### src/rtl/factor_search_engine.sv
// Sequential 8-bit factor search: trial division by d = 2..15 with a bit-serial restoring divider.
// Emits the smallest-divisor witness (f1 = d, f2 = quotient) or found=0 when no 4-bit pair exists.
module factor_search_engine #(
    parameter int W_A = 8,
    parameter int W_F = 4
) (
    input  logic           clk,
    input  logic           rst_n,
    input  logic           in_valid,
    output logic           in_ready,
    input  logic [W_A-1:0] in_a,
    output logic           out_valid,
    input  logic           out_ready,
    output logic           out_found,
    output logic [W_F-1:0] out_f1,
    output logic [W_F-1:0] out_f2,
    output logic           busy
);
    localparam int CNT_W = $clog2(W_A);

    typedef enum logic [1:0] {IDLE, DIV, CHECK, DONE} state_t;

    state_t           state;
    logic             ready_r;
    logic [W_A-1:0]   a_r;
    logic [W_A-1:0]   a_sh;
    logic [W_A-1:0]   q;
    logic [W_F:0]     rem;
    logic [W_F-1:0]   d;
    logic [CNT_W-1:0] cnt;
    logic [W_F:0]     rem_nx;
    logic             q_bit;
    logic             found_now;

    // One restoring step: shift the next dividend bit in, subtract when it fits.
    function automatic logic [W_F+1:0] div_step(input logic [W_F:0]   r,
                                                 input logic           a_bit,
                                                 input logic [W_F-1:0] dv);
        logic [W_F:0] sh;
        sh = {r[W_F-1:0], a_bit};
        if (sh >= {1'b0, dv})
            return {sh - {1'b0, dv}, 1'b1};
        return {sh, 1'b0};
    endfunction

    always_comb begin
        {rem_nx, q_bit} = div_step(rem, a_sh[W_A-1], d);
        found_now       = (rem == '0) && (q[W_A-1:W_F] == '0) && (q >= W_A'(2));
    end

    // Gated so the port reads 0 throughout reset yet is 1 on the first cycle after release.
    assign in_ready = ready_r & rst_n;

    always_ff @(posedge clk) begin
        if (!rst_n) begin
            state     <= IDLE;
            ready_r   <= 1'b1;
            out_valid <= 1'b0;
            out_found <= 1'b0;
            out_f1    <= '0;
            out_f2    <= '0;
            busy      <= 1'b0;
        end else begin
            case (state)
                IDLE: begin
                    ready_r <= 1'b1;
                    if (in_valid && in_ready) begin
                        a_r     <= in_a;
                        a_sh    <= in_a;
                        ready_r <= 1'b0;
                        if (in_a < W_A'(4)) begin
                            state     <= DONE;
                            out_valid <= 1'b1;
                            out_found <= 1'b0;
                            out_f1    <= '0;
                            out_f2    <= '0;
                        end else begin
                            state <= DIV;
                            busy  <= 1'b1;
                            d     <= W_F'(2);
                            cnt   <= '0;
                            rem   <= '0;
                            q     <= '0;
                        end
                    end
                end
                DIV: begin
                    rem  <= rem_nx;
                    q    <= {q[W_A-2:0], q_bit};
                    a_sh <= a_sh << 1;
                    cnt  <= cnt + 1'b1;
                    if (cnt == CNT_W'(W_A - 1))
                        state <= CHECK;
                end
                CHECK: begin
                    if (found_now) begin
                        state     <= DONE;
                        busy      <= 1'b0;
                        out_valid <= 1'b1;
                        out_found <= 1'b1;
                        out_f1    <= d;
                        out_f2    <= q[W_F-1:0];
                    end else if (d == '1) begin
                        // Exit at the last 4-bit divisor so d never wraps.
                        state     <= DONE;
                        busy      <= 1'b0;
                        out_valid <= 1'b1;
                        out_found <= 1'b0;
                        out_f1    <= '0;
                        out_f2    <= '0;
                    end else begin
                        state <= DIV;
                        d     <= d + 1'b1;
                        rem   <= '0;
                        q     <= '0;
                        cnt   <= '0;
                        a_sh  <= a_r;
                    end
                end
                DONE: begin
                    if (out_ready) begin
                        state     <= IDLE;
                        out_valid <= 1'b0;
                        ready_r   <= 1'b1;
                    end
                end
                default: state <= IDLE;
            endcase
        end
    end
endmodule

### config.mk
export PLATFORM = sky130hd
export DESIGN_NAME = factor_search_engine
export DESIGN_NICKNAME = d
export VERILOG_FILES = /design/src/rtl/factor_search_engine.sv
export SDC_FILE = /design/constraint.sdc
export NUM_CORES = 1
export LEC_CHECK = 0
export BUFFER_PORTS_ARGS = -buffer_cell sky130_fd_sc_hd__buf_2
export CAP_MARGIN = 20
export CORE_MARGIN = 2
export CORE_UTILIZATION = 35
export CTS_BUF_LIST = sky130_fd_sc_hd__clkbuf_16
export DETAILED_ROUTE_END_ITERATION = 7
export SKIP_LAST_GASP = 1
export SLEW_MARGIN = 20
export SYNTH_ARGS = -nofsm -noshare
export SYNTH_HDL_FRONTEND = slang
export SYNTH_SLANG_ARGS = --single-unit
### constraint.sdc
create_clock -name clk -period 4.95 [get_ports clk]
set_input_delay 0.495 -clock clk [delete_from_list [all_inputs] [get_ports clk]]
set_output_delay 0.495 -clock clk [all_outputs]
set_load 0.02 [all_outputs]
==> impl_metrics.yaml <==
status:
  outcome: "finished, final reports clean"
detailed_routing:
  detail_route.wirelength_um: 4560
  route.detailed.drc: 0
  dr_total_vias: 1690
  wl_per_cell_um: 13.2
  post_drt_via_cell_ratio: 4.88
  drt_pre_antenna_iters: 4
  final_antenna_net_count: 0
  dr.first_iter.drc_count: 99
floorplanning:
  die_height_um: 88.1
  fp.dieArea_um2: 7760
  placeableCoreArea_um2: 6830
  initial_utilization_pct: 36.2
  io_pins: 24
  die_width_um: 88.1
  rows: 30
logic_synthesis:
  synth_area_leader_cell: "sky130_fd_sc_hd__edfxtp_1"
  netlist.area_leader.share_pct: 43.7
  synth.yosys.warnings: 0
  synthTopCellsByCount: "sky130_fd_sc_hd__edfxtp_1 (36), sky130_fd_sc_hd__nand2_1 (29), sky130_fd_sc_hd__inv_1 (15), sky130_fd_sc_hd__nor2_1 (15)"
  postSynthNetCount: 250
  postSynthRegisterBits: 50
  ys_async_sr_fraction_pct: 0
  mapped_area_um2: 2480
  synthesis.instances: 226
  avgSynthCellArea_um2: 11.0
  synth_edf_count: 36
  synthTopCellsByArea: "sky130_fd_sc_hd__edfxtp_1 (44%), sky130_fd_sc_hd__dfxtp_1 (11%), sky130_fd_sc_hd__ha_1 (5.6%)"
  post_synthesis_sequential_area_ratio_pct: 55.0
  synth_most_common_cell: "sky130_fd_sc_hd__edfxtp_1"
  synth_cell_type_count: 40
  synth-main-ff-cell: "sky130_fd_sc_hd__edfxtp_1"
clocking:
  cts_hold_buffers: 0
  cts_root_buffer: "sky130_fd_sc_hd__clkbuf_16"
  clk_path_buf_depth: 2
  cts.sink_count: 50
  cts.repair.resized: 0
  worst_skew_pair.late_latency_ns: 0.29
  cts_post_setup_buffers_inserted: 0
  cts_inserted_buffers: 5
  clock_tree.htree_level_count: 2
  path_clk_slew_ns: 0.07
  tritoncts_clock_tree: "yes"
power_and_ir_drop:
  power_per_unit_of_standard_cell_area_nw_per_um2: 481
  vdd_ir_drop_max_mv: 0.280
  p_switching_mw: 0.452
  sw_frac_of_total_pct: 33.1
  power.combinational.fraction_pct: 30.0
  internal_power_mw: 0.913
  power_frac_seq_pct: 45.0
  power.static_leakage_nw: 1.09
  clock_network_fraction_of_design_power_pct: 25.0
sta:
  clock_skew_ns: 0.00717
  maxSlewViolCount: 0
  finalSetupViolCount: 0
  period_needed_ns: 2.16
  setup_ws_ns: 2.79
  final.period_utilization_pct: 43.7
  grt_setup_unrepaired: "false"
  hold_viol: 0
  max_clock_freq_mhz: 462
  worst_pin_slew_ns: 0.943
  max-slew-margin-rel_pct: 37.1
  fin_setup_tns_ns: 0
place:
  detailedPlacementHpwl_um: 3270
  placement.io_buffers: 23
  routability_congestion: 0.899
  dpl_cell_area_um2: 2690
  preCtsSetupSlack_ns: 2.77
global_route:
  grt_remaining_overflow: 0
  groute.usage.overall_pct: 13.0
  grt_first_pass_wirelength_um: 7730
  antenna_found_initial: 0
  grt_pass1_vias: 1659
  maximum_number_of_pins_on_one_net_before_global_route_repair: 29
critical_path:
  worst_setup_path_start_kind: "flop"
  timing.rr.end: "rem[1]$_SDFFCE_PN0P_"
  path_class: "reg -> reg"
  data_arrival_critical_path_ns: 2.19
  worstReg2RegStart: "d[1]$_SDFFCE_PN1P_"
  timing.critical_path.fanout_max: 5
  worst_ep_required_time_ns: 4.97
  endpoint_kind: "flop"
  setup_slack_of_the_most_critical_reg_to_reg_path_ns: 2.79
  worstRegToRegCells: 7
worst_hold_path:
  worst_hold_startpoint: "in_a[1]"
  min-delay-path-class: "in -> reg"
  holdPathStages: 1
  min_to: "a_r[1]$_DFFE_PP_"
finish:
  layout.area.seq_um2: 1360
  antenna-diode-count: 0
  final_layout_size_suffix_gt1_share_pct: 15.6
  fillCellCount: 721
  final_design_area_no_fill_um2: 2840
  finalNetCount: 273
  flow.area_growth_from_synthesis_pct: 14.5
  multiInputGateArea_um2: 1020
job:
  drv.max_cap_violation_count: 0
## critical path, cell delays in order, from the launching register on
cell and delay, ns:
sky130_fd_sc_hd__edfxtp_1 0.47, sky130_fd_sc_hd__inv_1 0.07, sky130_fd_sc_hd__ha_1 0.28, sky130_fd_sc_hd__nor2b_1 0.13
sky130_fd_sc_hd__o21ai_0 0.25, sky130_fd_sc_hd__a21boi_0 0.22, sky130_fd_sc_hd__nor2_1 0.35, sky130_fd_sc_hd__mux2i_1 0.13
## cell type report
type	instances	share of cell area (%)
Clock buffer	5	4.41
Clock inverter	3	0.750
Inverter	15	1.99
Multi-Input combinational cell	152	36.0
Sequential cell	50	48.0
Tap cell	96	4.24
Timing Repair Buffer	25	4.59
## placed cells by master, fill, tap and decap left out, types with 2 or more instances in the layout
master	netlist	layout
sky130_fd_sc_hd__buf_4	1	2
sky130_fd_sc_hd__nor3_1	6	6
sky130_fd_sc_hd__nor2_1	15	15
sky130_fd_sc_hd__nand2b_1	2	2
sky130_fd_sc_hd__a31oi_1	2	2
sky130_fd_sc_hd__nand3_1	4	4
sky130_fd_sc_hd__and2_1	12	12
sky130_fd_sc_hd__a22oi_1	7	7
sky130_fd_sc_hd__a22o_1	2	2
sky130_fd_sc_hd__inv_1	15	16
sky130_fd_sc_hd__a21oi_1	14	14
sky130_fd_sc_hd__ha_1	11	11
sky130_fd_sc_hd__nor2b_1	5	5
sky130_fd_sc_hd__edfxtp_1	36	36
sky130_fd_sc_hd__dfxtp_1	14	14
sky130_fd_sc_hd__clkbuf_16	0	5
sky130_fd_sc_hd__mux2i_1	12	12
sky130_fd_sc_hd__nand2_1	29	29
sky130_fd_sc_hd__o311a_1	2	2
sky130_fd_sc_hd__o21ai_0	8	8
sky130_fd_sc_hd__xnor2_1	2	2
sky130_fd_sc_hd__buf_2	0	23
## layer usage
layer / track usage (%) / up-vias / share of wire, %
met5: 0 / - / 0
met4: 3.31 / 0 / 0.68
met3: 3.20 / 4 / 2.7
met2: 22.5 / 20 / 50
met1: 16.2 / 815 / 46
li1: - / 851 / -
## registers in the layout (all words and copies together), names as in the netlist
register,cells
a_r,8
a_sh,8
q,8
rem,5
d,4
out_f1,4
out_f2,4
cnt,3
state,2
busy,1
out_found,1
out_valid,1
ready_r,1
## how the worst max path moves through the flow
stage / start / to / slack [ns] / depth (start not counted)
after global routing: d[1]$_SDFFCE_PN1P_ / rem[4]$_SDFFCE_PN0P_ / 2.64 / 7
final: d[1]$_SDFFCE_PN1P_ / rem[1]$_SDFFCE_PN0P_ / 2.79 / 7
after detailed placement: rst_n / a_sh[0]$_DFFE_PP_ / 2.77 / 4
after floorplan: q[3]$_SDFFCE_PN0P_ / cnt[0]$_SDFFCE_PN0P_ / 2.71 / 5
after global placement: rst_n / a_sh[0]$_DFFE_PP_ / 2.78 / 4
after CTS: d[1]$_SDFFCE_PN1P_ / rem[1]$_SDFFCE_PN0P_ / 2.80 / 7
## logic make-up (layout without fill, tap and decap cells)
| family | Yosys count | after routing | synth area share, % |
|---|---|---|---|
| compound gates | 42 | 42 | 10.9 |
| xor+xnor | 3 | 3 | 1.06 |
| fa+ha+maj | 12 | 12 | 6.37 |
| buf+inv | 24 | 48 | 3.79 |
| flops | 50 | 50 | 55.0 |
| mux | 12 | 12 | 4.85 |
| simple gates | 83 | 83 | 18.1 |
## through the flow
step	cells	util (%)	hold WS (ns)	total power [mW]
finish	346	41.5	0.396	1.37
global route	346	41.5	0.385	1.45
CTS	346	41.5	0.393	1.38
detailed placement	338	39.4	0.453	1.04
global placement	338	39.4	0.442	1.03
floorplan	226	-	0.500	0.930
## power by group through the flow
stage          sequential, mW  combinational (mW)  clock (mW)
2_1_floorplan           0.614               0.316           0
3_3_place_gp            0.622               0.406           0
3_5_place_dp            0.623               0.413           0
4_1_cts                 0.615               0.414       0.348
5_1_grt                 0.625               0.462       0.367
6_report                0.614               0.410       0.341
No activity file was read; power rests on OpenSTA's default activity.
